### src/rtl/rtc_bus_arbiter_pkg.sv
// Shared definitions for the RTC register-bus arbiter: master indices, FSM states, helpers.
package rtc_bus_arbiter_pkg;

    localparam int NREQ     = 3;
    localparam int REQ_INIT = 0;
    localparam int REQ_USER = 1;
    localparam int REQ_READ = 2;

    typedef enum logic [1:0] {
        ST_IDLE   = 2'd0,
        ST_SETTLE = 2'd1,
        ST_OWN    = 2'd2,
        ST_GAP    = 2'd3
    } arb_state_e;

    // True while the current grant holder still asserts its request.
    function automatic logic owner_present(input logic [NREQ-1:0] req, input logic [NREQ-1:0] gnt);
        return |(req & gnt);
    endfunction

endpackage

### src/rtl/rtc_bus_arbiter_pick.sv
// Combinational winner picker: init master always wins, user/read share by round-robin.
module rtc_bus_arbiter_pick
    import rtc_bus_arbiter_pkg::*;
(
    input  logic [NREQ-1:0] req_i,
    input  logic            rr_i,
    output logic [NREQ-1:0] win_o
);

    always_comb begin
        win_o = '0;
        if (req_i[REQ_INIT]) begin
            win_o[REQ_INIT] = 1'b1;
        end else if (req_i[REQ_USER] && req_i[REQ_READ]) begin
            // rr_i = 0 favours the user-edit machine, 1 favours the periodic reader
            if (rr_i) begin
                win_o[REQ_READ] = 1'b1;
            end else begin
                win_o[REQ_USER] = 1'b1;
            end
        end else if (req_i[REQ_USER]) begin
            win_o[REQ_USER] = 1'b1;
        end else if (req_i[REQ_READ]) begin
            win_o[REQ_READ] = 1'b1;
        end
    end

endmodule

### src/rtl/rtc_bus_arbiter.sv
// Arbiter sharing the RTC bus driver among init / user-edit / periodic-read masters.
// state  | meaning
// IDLE   | no owner, arbitrate any request
// SETTLE | grant issued, bus held at 0 for one cycle
// OWN    | owner drives bus, watchdog running
// GAP    | enforced idle cycles after release, requests ignored
module rtc_bus_arbiter
    import rtc_bus_arbiter_pkg::*;
#(
    parameter int W       = 8,
    parameter int TIMEOUT = 1024,
    parameter int GAP_CYC = 2
) (
    input  logic                clk_i,
    input  logic                reset_i,
    input  logic [NREQ-1:0]     req_i,
    input  logic [NREQ-1:0]     escribe_i,
    input  logic [NREQ*W-1:0]   dir_i,
    input  logic [NREQ*W-1:0]   dato_i,
    input  logic                fin_i,
    output logic [NREQ-1:0]     gnt_o,
    output logic [NREQ-1:0]     fin_out_o,
    output logic                escribe_o,
    output logic [W-1:0]        dir_out_o,
    output logic [W-1:0]        dato_out_o,
    output logic                busy_o,
    output logic                timeout_err_o
);

    localparam int WD_W  = $clog2(TIMEOUT);
    localparam int GAP_W = $clog2(GAP_CYC + 1);
    localparam logic [WD_W-1:0]  WD_LAST  = WD_W'(TIMEOUT - 1);
    localparam logic [GAP_W-1:0] GAP_LAST = GAP_W'(GAP_CYC - 1);

    arb_state_e         state_q, state_d;
    logic [NREQ-1:0]    gnt_q, gnt_d;
    logic [WD_W-1:0]    wd_cnt_q, wd_cnt_d;
    logic [GAP_W-1:0]   gap_cnt_q, gap_cnt_d;
    logic               rr_q, rr_d;
    logic               terr_q, terr_d;
    logic [NREQ-1:0]    win;
    logic               held;

    rtc_bus_arbiter_pick u_pick (
        .req_i (req_i),
        .rr_i  (rr_q),
        .win_o (win)
    );

    assign held = owner_present(req_i, gnt_q);

    always_comb begin
        state_d   = state_q;
        gnt_d     = gnt_q;
        wd_cnt_d  = wd_cnt_q;
        gap_cnt_d = gap_cnt_q;
        rr_d      = rr_q;
        terr_d    = 1'b0;
        case (state_q)
            ST_IDLE: begin
                if (|req_i) begin
                    state_d = ST_SETTLE;
                    gnt_d   = win;
                    if (win[REQ_USER]) begin
                        rr_d = 1'b1;
                    end else if (win[REQ_READ]) begin
                        rr_d = 1'b0;
                    end
                end
            end
            ST_SETTLE: begin
                if (!held) begin
                    state_d   = ST_GAP;
                    gnt_d     = '0;
                    gap_cnt_d = '0;
                end else begin
                    state_d  = ST_OWN;
                    wd_cnt_d = '0;
                end
            end
            ST_OWN: begin
                // A voluntary release in the watchdog's last cycle is not an error.
                if (!held) begin
                    state_d   = ST_GAP;
                    gnt_d     = '0;
                    gap_cnt_d = '0;
                end else if (wd_cnt_q == WD_LAST) begin
                    state_d   = ST_GAP;
                    gnt_d     = '0;
                    gap_cnt_d = '0;
                    terr_d    = 1'b1;
                end else begin
                    wd_cnt_d = wd_cnt_q + 1'b1;
                end
            end
            ST_GAP: begin
                if (gap_cnt_q == GAP_LAST) begin
                    state_d = ST_IDLE;
                end else begin
                    gap_cnt_d = gap_cnt_q + 1'b1;
                end
            end
            default: begin
                state_d = ST_IDLE;
                gnt_d   = '0;
            end
        endcase
    end

    always_ff @(posedge clk_i) begin
        if (reset_i) begin
            state_q   <= ST_IDLE;
            gnt_q     <= '0;
            wd_cnt_q  <= '0;
            gap_cnt_q <= '0;
            rr_q      <= 1'b0;
            terr_q    <= 1'b0;
        end else begin
            state_q   <= state_d;
            gnt_q     <= gnt_d;
            wd_cnt_q  <= wd_cnt_d;
            gap_cnt_q <= gap_cnt_d;
            rr_q      <= rr_d;
            terr_q    <= terr_d;
        end
    end

    // Bus mux is gated by OWN so SETTLE and GAP present a quiet bus.
    always_comb begin
        escribe_o  = 1'b0;
        dir_out_o  = '0;
        dato_out_o = '0;
        if (state_q == ST_OWN) begin
            for (int i = 0; i < NREQ; i++) begin
                if (gnt_q[i]) begin
                    escribe_o  = escribe_i[i];
                    dir_out_o  = dir_i[i*W +: W];
                    dato_out_o = dato_i[i*W +: W];
                end
            end
        end
    end

    assign gnt_o         = gnt_q;
    assign fin_out_o     = {NREQ{fin_i}} & gnt_q;
    assign busy_o        = (state_q != ST_IDLE);
    assign timeout_err_o = terr_q;

    a_gnt_onehot0 : assert property (@(posedge clk_i) $onehot0(gnt_q));
    a_esc_own     : assert property (@(posedge clk_i) escribe_o |-> (state_q == ST_OWN));

endmodule

### config.mk
export PLATFORM = sky130hd
export DESIGN_NAME = rtc_bus_arbiter
export DESIGN_NICKNAME = d
export VERILOG_FILES = /design/src/rtl/rtc_bus_arbiter_pkg.sv /design/src/rtl/rtc_bus_arbiter_pick.sv /design/src/rtl/rtc_bus_arbiter.sv
export SDC_FILE = /design/constraint.sdc
export NUM_CORES = 1
export LEC_CHECK = 0
export ABC_AREA = 0
export BUFFER_PORTS_ARGS = -buffer_cell sky130_fd_sc_hd__buf_2
export CORE_MARGIN = 3
export CORE_UTILIZATION = 30
export DETAILED_ROUTE_END_ITERATION = 10
export MAX_ROUTING_LAYER = met4
export PLACE_DENSITY = 0.71
export REMOVE_ABC_BUFFERS = 1
export SYNTH_ARGS = -nofsm -noshare
export SYNTH_HDL_FRONTEND = slang
export SYNTH_HIERARCHICAL = 1
export SYNTH_SLANG_ARGS = --single-unit
### constraint.sdc
create_clock -name clk_i -period 2.1 [get_ports clk_i]
set_clock_uncertainty 0.15 [all_clocks]
set_input_delay 0.21 -clock clk_i [delete_from_list [all_inputs] [get_ports clk_i]]
set_output_delay 0.21 -clock clk_i [all_outputs]
set_load 0.1 [all_outputs]
==> metrics.yaml, run 1 <==
worstSetupPathType: "reg -> out"
rows: 25
ys_async_sr_fraction_pct: 0
dp_cells: 353
cp.buffers_inverters: 5
dp_hpwl_mm: 4.26
p_leak_nw: 1.07
die_y_um: 77.4
dr_total_vias: 2115
arrival_ps: 1800
syn_to_final_growth_pct: 89.0
ioPinCount: 82
slowest_delay_ps: 370
final_cells: 364
max_freq_mhz: 464
start_util_pct: 31.8
grt_max_degree: 38
netlist_instances: 196
synth-seq-cells: 19
cts_tree: "built"
startpoint_type: "flop"
max_cap_violations: 0
final_antenna_net_count: 0
worst_slew_pin_slew_ps: 466
setup_tns_ps: -182
grt_pass1_vias: 1896
globalplace.congestion: 0.955
fin_crit_sh_pct: 103
initialDrtViolationCount: 120
routed_wl_mm: 6.53
status: "complete, but fails checks"
drive_above_1_share_pct: 52.9
clkTransAtPathRegs_ps: 70
synth_warnings: 6
synth_cell_types: 42
grt_usage_pct: 19.3
relSlewSlack_pct: 68.7
fin_crit_ps: 2160
critPathTopFamily: "buffers and inverters"
gr-total-overflow: 0
die-area_um2: 5990
ff2ff_setup_slack_ps: -20
max-vdd-ir-drop_uv: 712
drc_errors: 0
hp-class: "in -> reg"
violations: "negative setup slack"
rsz0062_at_grt: "true"
timing.rr.end: "gnt_o[0]"
max-clock-path-buffers: 2
worst_setup_path_end_kind: "output port"
seq_area_frac_synth_pct: 24.9
die_x_um: 77.4
hold_violations: 0
portBuffers: 81
antenna_cells: 0
crit_cells: 7
path_cells: "inv_4 > ha_4 > buf_6 > clkinvlp_4 > clkbuf_16 > nor3_4 > buf_12"
power.density_nw_per_um2: 867
setup_violations: 7
crit_required_ps: 1740
syn-cell-area_um2: 1530
grt_pass1_wl_mm: 9.42
critical-path-slowest-cell: "dfxtp_4"
fin_nets: 361
antenna_found_initial: 0
core_area_um2: 4820
cts_max_level: 1
cts_sinks: 19
wire_per_inst_um: 17.9
synth_edf_count: 0
clkLatencyLatePin_ps: 260
crit_fanout: 7
avgSynthCellArea_um2: 7.81
cts_made_buffers: 3
worstReg2RegStart: "wd_cnt_q[0]"
min_path_cells: 2
firstDrtPassIters: 4
cts_root_buf: "clkbuf_8"
cp-startpoint: "state_q[0]"
rr_worst_depth: 5
cp-endpoint: "dir_out_o[2]"
ys.flop_type: "dfxtp_1"
timing.final.ws_setup_ps: -56.6
slew_violations: 0
avgViaCountPerCell: 5.81
## sequential cells by signal (all words and copies together), names as in the netlist
signal / flops
gap_cnt_q: 2
rr_q: 1
wd_cnt_q: 10
gnt_o: 3
timeout_err_o: 1
state_q: 2
## worst min path at each step
stage,startpoint,endpoint,slack (ps)
floorplan,reset_i,rr_q,130
global placement,gap_cnt_q[1],gap_cnt_q[1],320
detailed placement,gap_cnt_q[1],gap_cnt_q[1],340
CTS,reset_i,wd_cnt_q[1],120
global route,reset_i,wd_cnt_q[1],140
finish,reset_i,wd_cnt_q[1],120
## report_power, final
group,leakage [nW],total [W],internal (W),switching (W)
clock network,0.0228,0.000262,0.000135,0.000127
logic,0.893,0.00180,0.000685,0.00111
registers,0.157,0.000448,0.000403,0.0000451
## cells by family (layout without fill, tap and decap cells)
| family | after synthesis | in the layout | share of synthesized area [%] |
|---|---|---|---|
| simple gates | 87 | 87 | 32.1 |
| compound gates | 57 | 57 | 29.5 |
| buf+inv | 23 | 124 | 5.97 |
| flops | 19 | 19 | 24.9 |
| fa+ha+maj | 6 | 6 | 4.91 |
| mux | 4 | 4 | 2.62 |
## per-layer routing
metal  vias to the layer above  part of all wire (%)  global-route usage (%)  routed length [um]
met5                         -                     0                       -                   0
met4                         0                   2.3                    3.91                 149
met2                       130                    48                    33.0                3140
met1                      1007                    40                    23.9                2610
li1                        963                     -                       -                   -
met3                        15                   9.6                    3.48                 626
## layout make-up
class / count / area [um2]
Timing Repair Buffer: 109 / 967
Tap cell: 67 / 83.8
Multi-Input combinational cell: 154 / 1350
Inverter: 11 / 47.5
Fill cell: 398 / 1920
Clock buffer: 4 / 45.0
Sequential cell: 19 / 395
## cell usage after synthesis (2+ instances only)
cell       n  share of area (%)
a311oi_1   2                1.1
or3_1      3                1.2
nand4_1    3                1.2
nand2b_1   3                1.2
nand3b_1   3                1.5
and2_1     4                1.6
o21ai_0    2               0.65
nand3_1    4                1.3
ha_1       6                4.9
dfxtp_1   19                 25
a221oi_1  18                 10
a21oi_1   13                4.3
nor3_1    20                6.5
nor2b_1   18                7.4
nand2_1   11                2.7
mux2i_1    4                2.6
nor2_1     5                1.2
clkbuf_1  10                2.5
o31ai_1    8                3.9
inv_1     10                2.5
or4_1      9                4.4
## stage by stage
stage          hold slack, ps  utilization (%)  instance area [um2]  worst slack (ps)  power (W)
5_1_grt                   140             60.1                 2890              -154    0.00262
3_3_place_gp              316             50.1                 2410              50.6    0.00179
2_1_floorplan             129                -                 1480             -2220    0.00134
4_1_cts                   124             55.4                 2670             -26.9    0.00225
6_report                  125             60.1                 2890             -56.6    0.00251
3_5_place_dp              336             50.1                 2410             -59.5    0.00182
## placed cells by master (no fill, tap or decap), types with 4 or more instances in the layout
cell and instances:
dfxtp_1 13, a221oi_1 13, nand2_1 11, o31ai_1 8
nor2_1 5, buf_12 21, or4_1 5, nor2b_1 18
and2_1 4, buf_2 61, a21oi_1 11, a221oi_2 5
inv_1 8, or4_4 4, nor3_4 16, buf_4 23
mux2i_1 4
## repair_timing
action | 4_1_cts | 5_1_grt
cloned | 0 | 2
endpoints found under the hold margin | 0 | 0
resized for setup | 41 | 32
buffers inserted | 0 | 5
pin swaps | 5 | 18
hold buffers | 0 | 0
setup endpoints to repair | 22 | 31
No activity file was read; power rests on OpenSTA's default activity.
==> inputs of run 2 (changes only) <==
--- a/config.mk
+++ b/config.mk
@@ -6,12 +6,13 @@
 export NUM_CORES = 1
 export LEC_CHECK = 0
 export ABC_AREA = 0
-export BUFFER_PORTS_ARGS = -buffer_cell sky130_fd_sc_hd__buf_2
 export CORE_MARGIN = 3
 export CORE_UTILIZATION = 30
 export DETAILED_ROUTE_END_ITERATION = 10
+export DONT_BUFFER_PORTS = 1
+export GPL_TIMING_DRIVEN = 1
 export MAX_ROUTING_LAYER = met4
-export PLACE_DENSITY = 0.71
+export PLACE_DENSITY = 0.56
 export REMOVE_ABC_BUFFERS = 1
 export SYNTH_ARGS = -nofsm -noshare
 export SYNTH_HDL_FRONTEND = slang
==> run 2 against run 1 <==
Effect of this change:
- the run now ends clean
- non-clock buffer count fell by 55
- first-iteration DRC count shrank 30%
- via count fell by 15%
- critical path depth is the same
- worst setup slack gained 86 ps
- combinational power shrank 6%
- clock power decreased by 2%
- register-to-register slack better by 70 ps
- largest cell class unchanged
==> metrics.yaml, run 2 (synthesis results as in run 1) <==
status: "finished clean"  # was complete, but fails checks
hold_end: "rr_q"  # was wd_cnt_q[1]
crit_top_cell: "clkbuf_16"
grt_max_degree: 38  # unchanged
power.density_nw_per_um2: 903  # was 867 nW/um2
max_freq_mhz: 483  # was 464 MHz
worstReg2RegStart: "state_q[0]"  # was wd_cnt_q[0]
firstDrtPassIters: 4  # unchanged
final_cells: 309  # was 364
startpoint_type: "flop"  # unchanged
max-vdd-ir-drop_uv: 470  # was 712 uV
total_power_w: 0.00238  # was 0.00251 W
rr_worst_depth: 7  # was 5
p_clk_share_pct: 10.8  # was 10.5%
worstSetupPathType: "reg -> out"  # unchanged
globalplace.congestion: 0.943  # was 0.955
antenna_cells: 0  # unchanged
final_antenna_net_count: 0  # unchanged
drc_errors: 0  # unchanged
avgViaCountPerCell: 5.84  # was 5.81
max-clock-path-buffers: 2  # unchanged
antenna_found_initial: 0  # unchanged
largest-register: "wd_cnt_q"  # unchanged
grt_usage_pct: 16.0  # was 19.3%
hp-start: "req_i[0]"  # was reset_i
relSlewSlack_pct: 64.4  # was 68.7%
final_common_cell: "buf_4"  # was buf_2
start_util_pct: 31.8  # unchanged
pre_cts_slack_ps: 10.5  # was -59.5 ps
cts_sinks: 19  # unchanged
p_switching_w: 0.00120  # was 0.00128 W
dr_total_vias: 1806  # was 2115
routed_wl_mm: 5.28  # was 6.53 mm
dp_cells: 295  # was 353
p_leak_nw: 0.866  # was 1.07 nW
slew_violations: 0  # unchanged
timing.final.ws_setup_ps: 29.5  # was -56.6 ps
grt_pass1_wl_mm: 7.84  # was 9.42 mm
fin_nets: 306  # was 361
cts_made_buffers: 3  # unchanged
gr-total-overflow: 0  # unchanged
ff2ff_setup_slack_ps: 50  # was -20 ps
worst_setup_path_end_kind: "output port"  # unchanged
dp_hpwl_mm: 3.79  # was 4.26 mm
rsz0062_at_grt: "true"  # unchanged
die_y_um: 77.4  # unchanged
max_cap_violations: 0  # unchanged
die_x_um: 77.4  # unchanged
cts_tree: "built"  # unchanged
fin_crit_sh_pct: 98.6  # was 103%
clkTransAtPathRegs_ps: 70  # about the same
hold_violations: 0  # unchanged
cts_root_buf: "clkbuf_8"  # unchanged
critical-path-slowest-cell: "dfxtp_2"  # was dfxtp_4
seq_power_share_pct: 18.3  # was 17.9%
swShare_pct: 50.6  # was 51.2%
combPwrFrac_pct: 70.9  # was 71.7%
rows: 25  # unchanged
cts_max_level: 1  # unchanged
wire_per_inst_um: 17.1  # was 17.9 um
crit_fanout: 8  # was 7
portBuffers: 0  # was 81
fin_crit_ps: 2070  # was 2160 ps
drive_above_1_share_pct: 36.8  # was 52.9%
grt_pass1_vias: 1653  # was 1896
p_int_w: 0.00118  # was 0.00122 W
arrival_ps: 1710  # was 1800 ps
ioPinCount: 82  # unchanged
critPathTopFamily: "buffers and inverters"  # unchanged
timing.rr.end: "wd_cnt_q[9]"  # was gnt_o[0]
most-common-layout-cells: "27 x buf_4, 18 x nor2b_1, 18 x a221oi_1, 18 x clkbuf_16, 17 x nor3_4"  # was 61 x buf_2, 23 x buf_4, 21 x buf_12, 18 x nor2b_1, 16 x nor3_4
crit_required_ps: 1740  # about the same
setup_violations: 0  # was 7
worst_slew_pin_slew_ps: 529  # was 466 ps
initialDrtViolationCount: 84  # was 120
hp-class: "in -> reg"  # unchanged
clkLatencyLatePin_ps: 260  # about the same
largest_reg_flops: 10  # unchanged
slowest_delay_ps: 330  # was 370 ps
die-area_um2: 5990  # unchanged
syn_to_final_growth_pct: 72.2  # was 89.0%
min_path_cells: 3  # was 2
cp.buffers_inverters: 5  # unchanged
core_area_um2: 4820  # unchanged
path_cells: "inv_2 > ha_4 > buf_6 > clkinvlp_4 > clkbuf_16 > nor3_4 > clkbuf_16"  # was inv_4 > ha_4 > buf_6 > clkinvlp_4 > clkbuf_16 > nor3_4 > buf_12
[run 2: power groups by stage]
stage               Sequential, W  Combinational (W)  Clock (W)
floorplan                0.000528           0.000813          0
global placement         0.000429            0.00141          0
detailed placement       0.000431            0.00141          0
CTS                      0.000423            0.00144   0.000260
global route             0.000440            0.00178   0.000279
finish                   0.000436            0.00169   0.000258
[run 2: how the worst max path moves through the flow]
stage,start,end,depth (start not counted)
2_1_floorplan,gnt_o[0],dato_out_o[0],3
3_3_place_gp,state_q[1],gnt_o[1],5
3_5_place_dp,state_q[1],gnt_o[2],5
4_1_cts,state_q[0],dir_out_o[5],7
5_1_grt,state_q[0],dir_out_o[3],7
6_report,state_q[0],dir_out_o[5],7
[run 2: timing repair]
action | in CTS | in global routing
pin swaps | 1 | 11
hold endpoints to repair | 8 | 0
endpoints found under the setup margin | 11 | 26
cloned | 0 | 1
buffers inserted | 0 | 7
hold buffers | 2 | 0
resized for setup | 4 | 34
[run 2: area by class of cell]
class / instances / area (um2)
Fill cell: 413 / 2180
Multi-Input combinational cell: 154 / 1280
Timing Repair Buffer: 54 / 787
Sequential cell: 19 / 389
Tap cell: 67 / 83.8
Clock buffer: 4 / 45.0
Inverter: 11 / 45.0
[run 2: through the flow]
step / utilization, % / area (um2) / hold WS [ps] / TNS [ps]
after floorplan: - / 1480 / 129 / -52450
after global placement: 48.6 / 2340 / 133 / 0
after detailed placement: 48.6 / 2340 / 132 / 0
after CTS: 50.4 / 2430 / 16.1 / -182
after global routing: 54.7 / 2640 / 26.6 / -387
final: 54.7 / 2640 / 23.1 / 0
[run 2: worst reg2reg max path, stage by stage (launching register included)]
cell and delay, ps:
dfxtp_2 330, inv_2 70, ha_4 140, buf_4 100
nor2_1 60, or4_4 530, or4_1 470, a21oi_1 140
[run 2: layer usage]
| metal | wire length (um) | part of all wire [%] | global-route usage [%] | vias up |
|---|---|---|---|---|
| met5 | 0 | 0 | - | - |
| met4 | 40 | 0.76 | 1.60 | 0 |
| met3 | 363 | 6.9 | 3.02 | 4 |
| met2 | 2760 | 52 | 28.5 | 84 |
| met1 | 2120 | 40 | 19.4 | 863 |
| li1 | - | - | - | 855 |
==> inputs of run 3 (changes only) <==
--- a/config.mk
+++ b/config.mk
@@ -10,7 +10,7 @@
 export CORE_UTILIZATION = 30
 export DETAILED_ROUTE_END_ITERATION = 10
 export DONT_BUFFER_PORTS = 1
-export GPL_TIMING_DRIVEN = 1
+export GPL_TIMING_DRIVEN = 0
 export MAX_ROUTING_LAYER = met4
 export PLACE_DENSITY = 0.56
 export REMOVE_ABC_BUFFERS = 1
==> run 3 against run 2 <==
Effect of this change:
- the run now ends with negative setup slack left
- wire length rose by 8.2%
- cell area rose by 0.71%
- worst hold slack improved by 2.6 ps
- cell count fell by 2.6%
- non-clock buffer count fell by 10
- die area did not move
- sequential power rose by 21%
- maximum frequency fell by 11%
- via count fell by 1.5%
- critical path depth fell by 3
- combinational power barely moved
- critical endpoint is now gnt_o[2]
- largest cell class unchanged
==> metrics.yaml, run 3 (synthesis results as in run 1) <==
pre_cts_slack_ps: -1010  # was 10.5 ps
rows: 25  # unchanged
largest-register: "wd_cnt_q"  # unchanged
wire_per_inst_um: 19.0  # was 17.1 um
rsz0062_at_grt: "true"  # unchanged
regArea_um2: 394  # was 389 um2
drc_errors: 0  # unchanged
utilization_pct: 55.1  # was 54.7%
syn_to_final_growth_pct: 73.4  # was 72.2%
multi_input_area_um2: 1490  # was 1280 um2
max-clock-path-buffers: 2  # unchanged
setup_tns_ps: -3380  # was 0 ps
clkLatencyLatePin_ps: 270  # was 260 ps
timing.rr.end: "gnt_o[2]"  # was wd_cnt_q[9]
worst_slew_pin_slew_ps: 966  # was 529 ps
final_cells: 301  # was 309
max_cap_violations: 0  # unchanged
violations: "negative setup slack"
firstDrtPassIters: 4  # unchanged
portBuffers: 0  # unchanged
highest-signal-layer: "met4"  # unchanged
hp-start: "req_i[2]"  # was req_i[0]
routed_wl_mm: 5.72  # was 5.28 mm
fill_cells: 409  # was 413
die_x_um: 77.4  # unchanged
slew_violations: 0  # unchanged
dp_hpwl_mm: 3.44  # was 3.79 mm
wl_met3_um: 439  # was 363 um
max-vdd-ir-drop_uv: 389  # was 470 uV
drive_above_1_share_pct: 48.7  # was 36.8%
min_path_cells: 3  # unchanged
grt_max_degree: 36  # was 38
ff2ff_setup_slack_ps: -240  # was 50 ps
grt_pass1_wl_mm: 8.54  # was 7.84 mm
crit_fanout: 7  # was 8
most-common-layout-cells: "17 x nor2b_1, 14 x dfxtp_1, 14 x buf_4, 12 x a221oi_2, 11 x nand2_1"  # was 27 x buf_4, 18 x nor2b_1, 18 x a221oi_1, 18 x clkbuf_16, 17 x nor3_4
initialDrtViolationCount: 76  # was 84
wl_met2_mm: 2.97  # was 2.76 mm
die-area_um2: 5990  # unchanged
cts_tree: "built"  # unchanged
clkTransAtPathRegs_ps: 80  # was 70 ps
timing.final.ws_setup_ps: -237  # was 29.5 ps
hold_ws_ps: 25.7  # was 23.1 ps
largest_reg_flops: 10  # unchanged
power.density_nw_per_um2: 938  # was 903 nW/um2
cts_sinks: 19  # unchanged
crit_required_ps: 2150  # was 1740 ps
rr_worst_depth: 4  # was 7
grt_pass1_vias: 1728  # was 1653
fin_nets: 298  # was 306
globalplace.congestion: 0.780  # was 0.943
final_common_cell: "nor2b_1"  # was buf_4
setup_violations: 30  # was 0
ioPinCount: 82  # unchanged
startpoint_type: "flop"  # unchanged
start_util_pct: 31.8  # unchanged
cts_max_level: 1  # unchanged
dr_total_vias: 1779  # was 1806
hold_violations: 0  # unchanged
hold_end: "gnt_o[1]"  # was rr_q
avgViaCountPerCell: 5.91  # was 5.84
dp_cells: 269  # was 295
max_freq_mhz: 428  # was 483 MHz
p_leak_nw: 0.857  # was 0.866 nW
die_y_um: 77.4  # unchanged
cts_made_buffers: 3  # unchanged
core_area_um2: 4820  # unchanged
met1Wirelength_mm: 2.26  # was 2.12 mm
grt_usage_pct: 18.0  # was 16.0%
arrival_ps: 2380  # was 1710 ps
gr-total-overflow: 0  # unchanged
final_antenna_net_count: 0  # unchanged
worstSetupPathType: "reg -> reg"  # was reg -> out
antenna_cells: 0  # unchanged
status: "complete, but fails checks"  # was finished clean
antenna_found_initial: 0  # unchanged
worst_setup_path_end_kind: "flop"  # was output port
fin_crit_sh_pct: 111  # was 98.6%
cts_root_buf: "clkbuf_8"  # unchanged
fin_crit_ps: 2340  # was 2070 ps
hp-class: "in -> reg"  # unchanged
worstReg2RegStart: "gnt_o[1]"  # was state_q[0]
relSlewSlack_pct: 36.0  # was 64.4%
## run 3: cell types whose count changed in the layout (fill, tap and decap cells not counted), sizes merged
cell,before,now
clkinv,1,2
inv,9,8
clkbuf,22,6
clkinvlp,1,4
buf,34,39
## run 3: area by class of cell
class	count	share of cell area, %
Tap cell	67	3.16
Inverter	11	1.93
Sequential cell	19	14.9
Timing Repair inverter	2	0.566
Clock buffer	3	1.56
Clock inverter	1	0.189
Timing Repair Buffer	44	21.7
Multi-Input combinational cell	154	56.0
## run 3: critical path, stage by stage, from the launching register on
cell	delay [ps]
dfxtp_4	470
a222oi_1	790
nor2_2	180
a221oi_4	430
mux2i_1	230
## run 3: how the worst max path moves through the flow
stage,startpoint,endpoint,slack (ps),depth (start not counted)
floorplan,gnt_o[0],dato_out_o[0],-2220,3
global placement,gnt_o[1],dir_out_o[3],-2700,3
detailed placement,gnt_o[0],dir_out_o[3],-1010,4
CTS,gnt_o[1],wd_cnt_q[5],-190,5
global route,gnt_o[1],wd_cnt_q[2],-310,3
finish,gnt_o[1],gnt_o[2],-240,4
## run 3: through the flow
| step | total power, W | instance area, um2 |
|---|---|---|
| after global placement | 0.00147 | 1560 |
| final | 0.00249 | 2650 |
| after detailed placement | 0.00163 | 1960 |
| after global routing | 0.00260 | 2650 |
| after CTS | 0.00233 | 2440 |
| after floorplan | 0.00134 | 1480 |
## run 3: what timing repair did
| action | in CTS | in global routing |
|---|---|---|
| hold buffers | 2 | 0 |
| cloned | 2 | 0 |
| pin swaps | 18 | 9 |
| buffers inserted | 18 | 7 |
| setup endpoints to repair | 37 | 34 |
| hold endpoints to repair | 9 | 0 |
| resized for setup | 55 | 37 |
## run 3: layer usage
layer  vias up  global-route usage (%)
li1        841                       -
met1       856                    19.0
met2        77                    33.8
met3         5                    4.29
met4         0                    4.27
met5         -                       -
## run 3: report_power, final
part,switching [W],internal [W]
clock,0.000134,0.000133
combinational,0.00104,0.000658
sequential,0.000119,0.000408
